===== config.mk =====
export PLATFORM = sky130hd
export DESIGN_NAME = cache_set_nway
export DESIGN_NICKNAME = d
export VERILOG_FILES = /design/src/rtl/cache_set_nway.sv
export SDC_FILE = /design/constraint.sdc
export NUM_CORES = 2
export LEC_CHECK = 0
export CORE_ASPECT_RATIO = 0.8
export CORE_MARGIN = 10
export CORE_UTILIZATION = 60
export DETAILED_ROUTE_END_ITERATION = 10
export PLACE_DENSITY = 0.75
export SYNTH_ARGS = -nofsm -noshare
export SYNTH_HDL_FRONTEND = slang
export SYNTH_SLANG_ARGS = --single-unit

===== constraint.sdc =====
create_clock -name clk -period 7.65 [get_ports clk]
set_clock_uncertainty 0.2 [all_clocks]
set_input_delay 1.53 -clock clk [delete_from_list [all_inputs] [get_ports clk]]
set_output_delay 1.53 -clock clk [all_outputs]
set_load 0.05 [all_outputs]

===== src/rtl/cache_set_nway.sv =====
// cache_set_nway: one N-way set of a byte-addressable cache with refill.
//
// A request is accepted in IDLE, looked up against all ways in LOOKUP, and
// either answered (RESP) or refilled from the next level (REFILL). After a
// refill the request is replayed through LOOKUP, where it hits.
//
// Ports
//   clk, reset          clock; asynchronous active-low reset
//   req_valid/req_ready request handshake (ready only in IDLE without inval)
//   req_write           1 = byte store, 0 = byte load
//   req_tag/req_offset  request address; req_wdata is the store byte
//   rsp_valid/rsp_hit   one-cycle response pulse; hit = served without refill
//   rsp_rdata           loaded byte, or the stored byte for a store
//   mem_req/mem_tag     refill request, held until mem_ack
//   mem_ack/mem_data    refill block (byte 0 in bits [7:0])
//   inval               clear every valid bit (honoured in IDLE only)
//   hit_cnt/miss_cnt    saturating event counters
module cache_set_nway #(
  parameter int WAYS     = 8,
  parameter int TAG_W    = 24,
  parameter int OFFSET_W = 5
) (
  input  logic                           clk,
  input  logic                           reset,
  input  logic                           req_valid,
  input  logic                           req_write,
  input  logic [TAG_W-1:0]               req_tag,
  input  logic [OFFSET_W-1:0]            req_offset,
  input  logic [7:0]                     req_wdata,
  output logic                           req_ready,
  output logic                           rsp_valid,
  output logic                           rsp_hit,
  output logic [7:0]                     rsp_rdata,
  output logic                           mem_req,
  output logic [TAG_W-1:0]               mem_tag,
  input  logic                           mem_ack,
  input  logic [8*(2**OFFSET_W)-1:0]     mem_data,
  input  logic                           inval,
  output logic [15:0]                    hit_cnt,
  output logic [15:0]                    miss_cnt
);

  localparam int BLK_W = 8 * (2**OFFSET_W);
  localparam int WAY_W = (WAYS > 1) ? $clog2(WAYS) : 1;

  localparam logic [1:0] IDLE   = 2'd0;
  localparam logic [1:0] LOOKUP = 2'd1;
  localparam logic [1:0] REFILL = 2'd2;
  localparam logic [1:0] RESP   = 2'd3;

  logic [1:0]          state_reg;
  logic [TAG_W-1:0]    tag_reg;
  logic [OFFSET_W-1:0] off_reg;
  logic                write_reg;
  logic [7:0]          wdata_reg;
  logic                replay_reg;
  logic [WAY_W-1:0]    rr_ptr_reg;
  logic [WAYS-1:0]     valid_reg;
  logic [7:0]          rdata_reg;
  logic [15:0]         hit_cnt_reg;
  logic [15:0]         miss_cnt_reg;

  // Tag and data storage carry no reset; valid_reg alone qualifies them.
  logic [TAG_W-1:0]    tag_mem  [WAYS];
  logic [BLK_W-1:0]    data_mem [WAYS];

  logic [WAYS-1:0]     match;
  logic                hit_any;
  logic                all_valid;
  logic [WAY_W-1:0]    hit_way;
  logic [WAY_W-1:0]    victim;
  logic [BLK_W-1:0]    hit_line;
  logic [7:0]          hit_byte;
  logic [OFFSET_W+2:0] bit_base;

  genvar gi;
  generate
    for (gi = 0; gi < WAYS; gi++) begin : g_match
      assign match[gi] = valid_reg[gi] && (tag_mem[gi] == tag_reg);
    end
  endgenerate

  assign hit_any   = |match;
  assign all_valid = &valid_reg;
  assign bit_base  = {off_reg, 3'b000};

  // Tags are unique within the set, so the encoder sees at most one match.
  // The victim is the lowest invalid way, else the round-robin pointer.
  always_comb begin
    hit_way = '0;
    victim  = rr_ptr_reg;
    for (int i = WAYS - 1; i >= 0; i--) begin
      if (match[i]) hit_way = WAY_W'(i);
      if (!valid_reg[i]) victim = WAY_W'(i);
    end
  end

  assign hit_line = data_mem[hit_way];
  assign hit_byte = hit_line[bit_base +: 8];

  always_ff @(posedge clk or negedge reset) begin
    if (!reset) begin
      state_reg    <= IDLE;
      tag_reg      <= '0;
      off_reg      <= '0;
      write_reg    <= 1'b0;
      wdata_reg    <= '0;
      replay_reg   <= 1'b0;
      rr_ptr_reg   <= '0;
      valid_reg    <= '0;
      rdata_reg    <= '0;
      hit_cnt_reg  <= '0;
      miss_cnt_reg <= '0;
    end else begin
      case (state_reg)
        IDLE: begin
          if (inval) begin
            valid_reg <= '0;
          end else if (req_valid) begin
            tag_reg    <= req_tag;
            off_reg    <= req_offset;
            write_reg  <= req_write;
            wdata_reg  <= req_wdata;
            replay_reg <= 1'b0;
            state_reg  <= LOOKUP;
          end
        end
        LOOKUP: begin
          if (hit_any) begin
            rdata_reg <= write_reg ? wdata_reg : hit_byte;
            // A replayed lookup follows a counted miss; do not count it twice.
            if (!replay_reg && hit_cnt_reg != 16'hFFFF)
              hit_cnt_reg <= hit_cnt_reg + 16'd1;
            state_reg <= RESP;
          end else begin
            replay_reg <= 1'b1;
            if (miss_cnt_reg != 16'hFFFF)
              miss_cnt_reg <= miss_cnt_reg + 16'd1;
            state_reg <= REFILL;
          end
        end
        REFILL: begin
          if (mem_ack) begin
            valid_reg[victim] <= 1'b1;
            // The pointer only advances when it actually chose the victim.
            if (all_valid) rr_ptr_reg <= rr_ptr_reg + 1'b1;
            state_reg <= LOOKUP;
          end
        end
        RESP: state_reg <= IDLE;
        default: state_reg <= IDLE;
      endcase
    end
  end

  // Reset forces IDLE asynchronously, so neither write fires while reset is low.
  always_ff @(posedge clk) begin
    if (state_reg == REFILL && mem_ack) begin
      tag_mem[victim]  <= tag_reg;
      data_mem[victim] <= mem_data;
    end else if (state_reg == LOOKUP && hit_any && write_reg) begin
      data_mem[hit_way][bit_base +: 8] <= wdata_reg;
    end
  end

  assign req_ready = (state_reg == IDLE) && !inval;
  assign rsp_valid = (state_reg == RESP);
  assign rsp_hit   = (state_reg == RESP) && !replay_reg;
  assign rsp_rdata = rdata_reg;
  assign mem_req   = (state_reg == REFILL);
  assign mem_tag   = tag_reg;
  assign hit_cnt   = hit_cnt_reg;
  assign miss_cnt  = miss_cnt_reg;

endmodule


## Yosys cells after proc, flatten, opt, wreduce, memory -nomap -nowiden

Memories as Yosys holds them, arrays and structs flattened.
Cells that the tools add are included.
W data, S select, Z words.

- Memories: 2
- Register bits after elaboration: 92
- Memory bits (writable): 2240
- Output and inout port bits: 68
- Input port bits: 299

- Add/sub/neg operators: 4
- Order comparisons: 2
- Equality and inequality tests: 18
- Shift operators: 3
- Mux-type cells: 39
- Bitwise logic cells: 3
- Reduce and logical (&&, ||, !) cells: 30

Memory list:

| memory | words | width | read ports | clocked after Yosys merged registers in | wr ports | RTL line | source |
|---|---|---|---|---|---|---|---|
| data_mem | 8 | 256 | 1 | 0 | 1 | 65 | `logic [BLK_W-1:0] data_mem [WAYS];` |
| tag_mem | 8 | 24 | 8 | 0 | 1 | 64 | `logic [TAG_W-1:0] tag_mem [WAYS];` |

Operators with widths:

| operator | count |
|---|---|
| $mux W256 | 3 |
| $reduce_or A256 Y1 | 1 |
| $shift A8 B10 Y256 const A | 1 |
| $shiftx A256 B9 Y8 | 1 |
| $shiftx A8 B10 Y256 | 1 |
| $eq A24 B24 Y1 | 8 |
| $mux W3 | 17 |
| $add A16 B1 Y16 const B | 2 |
| $ne A16 B16 Y1 const B | 2 |
| $mux W8 | 3 |
| $pmux W8 S2 | 1 |
| $logic_and A1 B1 Y1 | 15 |
| $reduce_and A3 Y1 | 5 |
| $neg A8 Y10 | 1 |
| $reduce_and A10 Y1 | 1 |
| $mux W1 | 9 |
| $ne A2 B2 Y1 const B | 4 |
| $or A8 B8 Y8 | 1 |
| $pmux W2 S4 | 1 |
| $reduce_or A8 Y1 | 1 |
| $mux W2 | 3 |
| $eq A2 B2 Y1 const B | 2 |
| $lt A3 B4 Y1 const B | 1 |
| $reduce_and A4 Y1 | 1 |
| 11 further kinds | 14 |

## Depth between registers and ports, before layout

- Depth after elaboration: 15
- Depth in mapped cells: 21

## Worst setup path after synthesis

OpenSTA, ideal clock, no wires.

- Path type: reg-to-reg
- Start point: register tag_reg[15], in the netlist mem_tag[15]
- End point: memory data_mem[7][100] (netlist name), enable pin
- Slack: 2624 ps
- Data arrival time: 4455 ps
- Period minus slack after synthesis: 5026 ps
- Required time: 7079 ps
- Setup time: 371 ps
- Stages on the path, launching flop included: 18
- Buffers on the path: 5
- Path through: dfrtp_1 > buf_2 > xor2_1 > and4b_1 > nand4_1 > nor2_1 > or4_1 > clkbuf_1 > o2111ai_2 > nor2_2 > a22o_1 > a222oi_1 > buf_2 > buf_4 > mux2i_1 > nand3_1 > buf_2 > nor2_1

- Word-level cells in the longest chain between the ends: 11
- Elaborated cells between the ends (all ways): 33

RTL lines:

| what | RTL line | source |
|---|---|---|
| start, declared | 52 | `logic [TAG_W-1:0] tag_reg;` |
| start signal, assigned | 120 | `tag_reg <= req_tag;` |
| parallel branches: the longest is 11 deep, another holds $mux W256 | -- |  |
| end, declared | 65 |  |

Several ways; the timed one is not identified.

## Worst setup path in the final report

- Start point: register tag_reg[16], in the netlist mem_tag[16]
- End point: register rdata_reg[0], in the netlist rsp_rdata[0]

- Word-level cells in the longest chain between the ends: 13
- Elaborated cells between the ends (all ways): 29

RTL lines:

| what | RTL line | source |
|---|---|---|
| $eq A24 B24 Y1 | 79 | `assign match[gi] = valid_reg[gi] && (tag_mem[gi] == tag_reg);` |
| $logic_and A1 B1 Y1 | 79 |  |
| $mux W3 (8 in series) | 93 | `if (match[i]) hit_way = WAY_W'(i);` |
| $mem_v2 Z8 W256 | -- |  |
| $shiftx A256 B9 Y8 | 99 | `assign hit_byte = hit_line[bit_base +: 8];` |
| $mux W8 | 130 | `rdata_reg <= write_reg ? wdata_reg : hit_byte;` |
| end signal, assigned | 130 |  |
| end, declared | 59 | `logic [7:0] rdata_reg;` |

Several ways; a longest one is shown, not always the timed one.
A chain may end at the register's enable or synchronous reset.

==> results.json <==
{
  "io_pins": 367,
  "synth_top_cell_area_share_pct": 68.5,
  "vias_per_cell": 6.81,
  "dp_cells": 9687,
  "wl_met2_mm": 138,
  "dp_hpwl_mm": 221,
  "die_y_um": 382,
  "fin_ws_ns": 0.390,
  "gp_congestion": 1.01,
  "die_w_um": 472,
  "ys_async_sr_fraction_pct": 3.95,
  "area_growth_pct": 13.7,
  "wire_per_inst_um": 33.2,
  "syn-num-nets": 7689,
  "nNetsFinal": 8068,
  "violations": "capacitance limit, slew limit",
  "fp.coreArea_um2": 162000,
  "arrival_ns": 7.83,
  "synth_fa_ha_area_share_pct": 0.0891,
  "cp_cell_sequence": "xor2_1 -> or4_1 -> nor4_2 -> a211oi_1 -> a311oi_4 -> o21a_4 -> buf_12 -> buf_12 -> a211oi_1 -> a2111oi_0 -> o41ai_1 -> a211oi_1 -> a211oi_2",
  "drc": 0,
  "p_leak_nw": 39.8,
  "synth-seq-cells": 2332,
  "start_kind": "register",
  "rsz0062_at_grt": "false",
  "grt_pass1_wl_mm": 470,
  "numCtsBuffers": 216,
  "critPathKind": "reg -> reg",
  "syn_inst": 7383,
  "critPathMaxStageDelay_ns": 1.26,
  "yosys-top-cells-area": "edfxtp_1, nand2_1, mux2i_1",
  "synth_area_um2": 98300,
  "setup_tns_ns": 0,
  "initial_core_util_pct": 60.5,
  "hold_depth": 1,
  "seq_area_frac_synth_pct": 70.8,
  "largest_register": "data_mem",
  "wl_met3_mm": 59.3,
  "slew_viol_final": 1,
  "routed.top_layer": "met5",
  "detail-route-antenna-nets": 0,
  "synth_compound_area_share_pct": 6.55,
  "worstSkewPairLatency_ns": 0.89,
  "cts_resized": 0,
  "path_buf_inv": 2,
  "cts_buffer_depth": 3,
  "final_layout_size_suffix_gt1_share_pct": 9.04,
  "clk_pin_slew_ns": 0.07,
  "ir_drop_mv": 0.269,
  "final_common_cell": "edfxtp_1",
  "syn_avg_cell_area_um2": 13.3,
  "synth_xor_xnor_area_share_pct": 2.01,
  "preCtsSetupSlack_ns": 0.465,
  "cts_tree": "done",
  "antenna_found_initial": 21,
  "fin_crit_sh_pct": 94.9,
  "synth_ff_type": "edfxtp_1",
  "portBuffers": 366,
  "drt-total-wl_mm": 335,
  "dieArea_um2": 180000,
  "critPathMaxFanout": 51,
  "max_freq_ghz": 0.138,
  "hold_viol": 0,
  "overflow": 0,
  "cts_max_level": 4,
  "hold_path.class": "reg -> reg",
  "path_delay_family": "compound AO/OA/AOI/OAI gates",
  "grt_pass1_vias": 64800,
  "post_cts_buffers": 0,
  "crit_required_ns": 8.22,
  "wl_met1_mm": 117,
  "status": "complete, but fails checks",
  "drv_cap": 3,
  "synth_warnings": 0,
  "largest_reg_flops": 2048,
  "synth-simple-area-share_pct": 11.5,
  "slew-limit-headroom_pct": -0.0580,
  "firstDrtPassIters": 7,
  "cts-root-buf": "clkbuf_16",
  "holdBufCountCts": 0,
  "tightest_slew_ns": 1.46,
  "yosysTopAreaCell": "edfxtp_1",
  "p_total_w": 0.0329,
  "drt_iter0_markers": 11800,
  "ys_types": 83,
  "synth_top_family_by_area": "simple AND/OR/NAND/NOR gates",
  "crit_cells": 13,
  "synthMuxAreaShare_pct": 6.66,
  "endpoint_kind": "register",
  "crit_slowest_cell": "a2111oi_0",
  "cts_sinks": 2332,
  "final_cells": 10100,
  "r2r_cells": 13,
  "route.vias.total": 68800,
  "p_per_area_nw_per_um2": 295,
  "rows": 132,
  "grt_max_degree": 205,
  "synth_edf_count": 2240,
  "period_minus_slack_ns": 7.26,
  "layout_common_cells": "edfxtp_1, nand2_1, mux2i_1",
  "setup-violations-final": 0,
  "crit_top_cell": "a211oi_1",
  "track_usage_pct": 36.2
}
==> cells in the mapped netlist (6+ instances only) <==
master    count
buf_6        17
or2_2        11
nor2b_1       9
buf_2       197
a31oi_1      45
a21o_1        8
o31a_1        6
a211oi_1     18
nand2_1    1524
and4_1       12
ha_1          7
dfrtp_1      92
inv_1        16
o211ai_1     23
o221ai_1     62
a21oi_1     291
nor3_1       85
and2_1       17
xor2_1      113
or4_1        14
a32oi_1       8
edfxtp_1   2240
nand3_1     263
buf_1        26
nand4_1      85
nand2b_1      7
a22oi_1       9
o22ai_1     175
a221oi_1      6
clkbuf_1    189
buf_4        43
mux4_2       10
and3_1       46
o41ai_1      13
o21a_1       15
nor4_1      121
nor2_1      402
mux2i_1     556
xnor2_1     113
or3_1         7
mux2_2       67
o21ai_0     330
==> stage by stage <==
step	cell area, µm²	hold slack [ns]	util, %
final	112000	0.284	68.8
after global placement	105000	0.276	64.6
after floorplan	98300	0.261	-
after CTS	112000	0.290	68.8
after global routing	112000	0.317	68.8
after detailed placement	105000	0.277	64.6
==> power by group <==
part           internal [W]  switching, W  total [W]
combinational       0.00172       0.00541    0.00713
clock               0.00564       0.00479     0.0104
sequential           0.0147      0.000729     0.0154
==> kinds of logic after synthesis <==
family                     count (synthesis)
DFF                                     2332
AOI/OAI and AO/OA                       1071
adders and majority gates                  7
xor gates and xnor gates                 226
and+or+nand+nor                         2625
muxes                                    633
buffers and inverters                    489
==> area by class of cell <==
type | count | area, µm²
flip-flops and latches | 2332 | 69600
fillers | 10900 | 50700
multi-input cells | 4562 | 26500
repair buffers | 633 | 6050
clock buffers | 277 | 5700
well taps | 2144 | 2680
clock inverters | 124 | 1010
inverters | 17 | 65.1
diodes | 20 | 50.0
==> worst paths after layout <==
path / start / end / slack, ns
setup / recovery: mem_tag[16]$_DFFE_PN0P_ / rsp_rdata[0]$_DFFE_PN0N_ / 0.39
hold / removal: hit_cnt[10]$_DFFE_PN0P_ / hit_cnt[10]$_DFFE_PN0P_ / 0.28
setup reg to reg: mem_tag[16]$_DFFE_PN0P_ / rsp_rdata[0]$_DFFE_PN0N_ / 0.39
hold reg to reg: hit_cnt[10]$_DFFE_PN0P_ / hit_cnt[10]$_DFFE_PN0P_ / 0.28
max in group asynchronous: reset / wdata_reg[7]$_DFFE_PN0P_ / 5.48
min in group asynchronous: reset / state_reg[1]$_DFFE_PN0P_ / 0.39
==> layer usage <==
layer / global-route usage (%) / vias to the layer above
met5: 0.213 / -
met4: 17.2 / 18
met3: 16.8 / 1153
met2: 50.4 / 5887
met1: 48.1 / 33500
li1: - / 28300
Note: power is estimated with default switching activity, not from simulation.
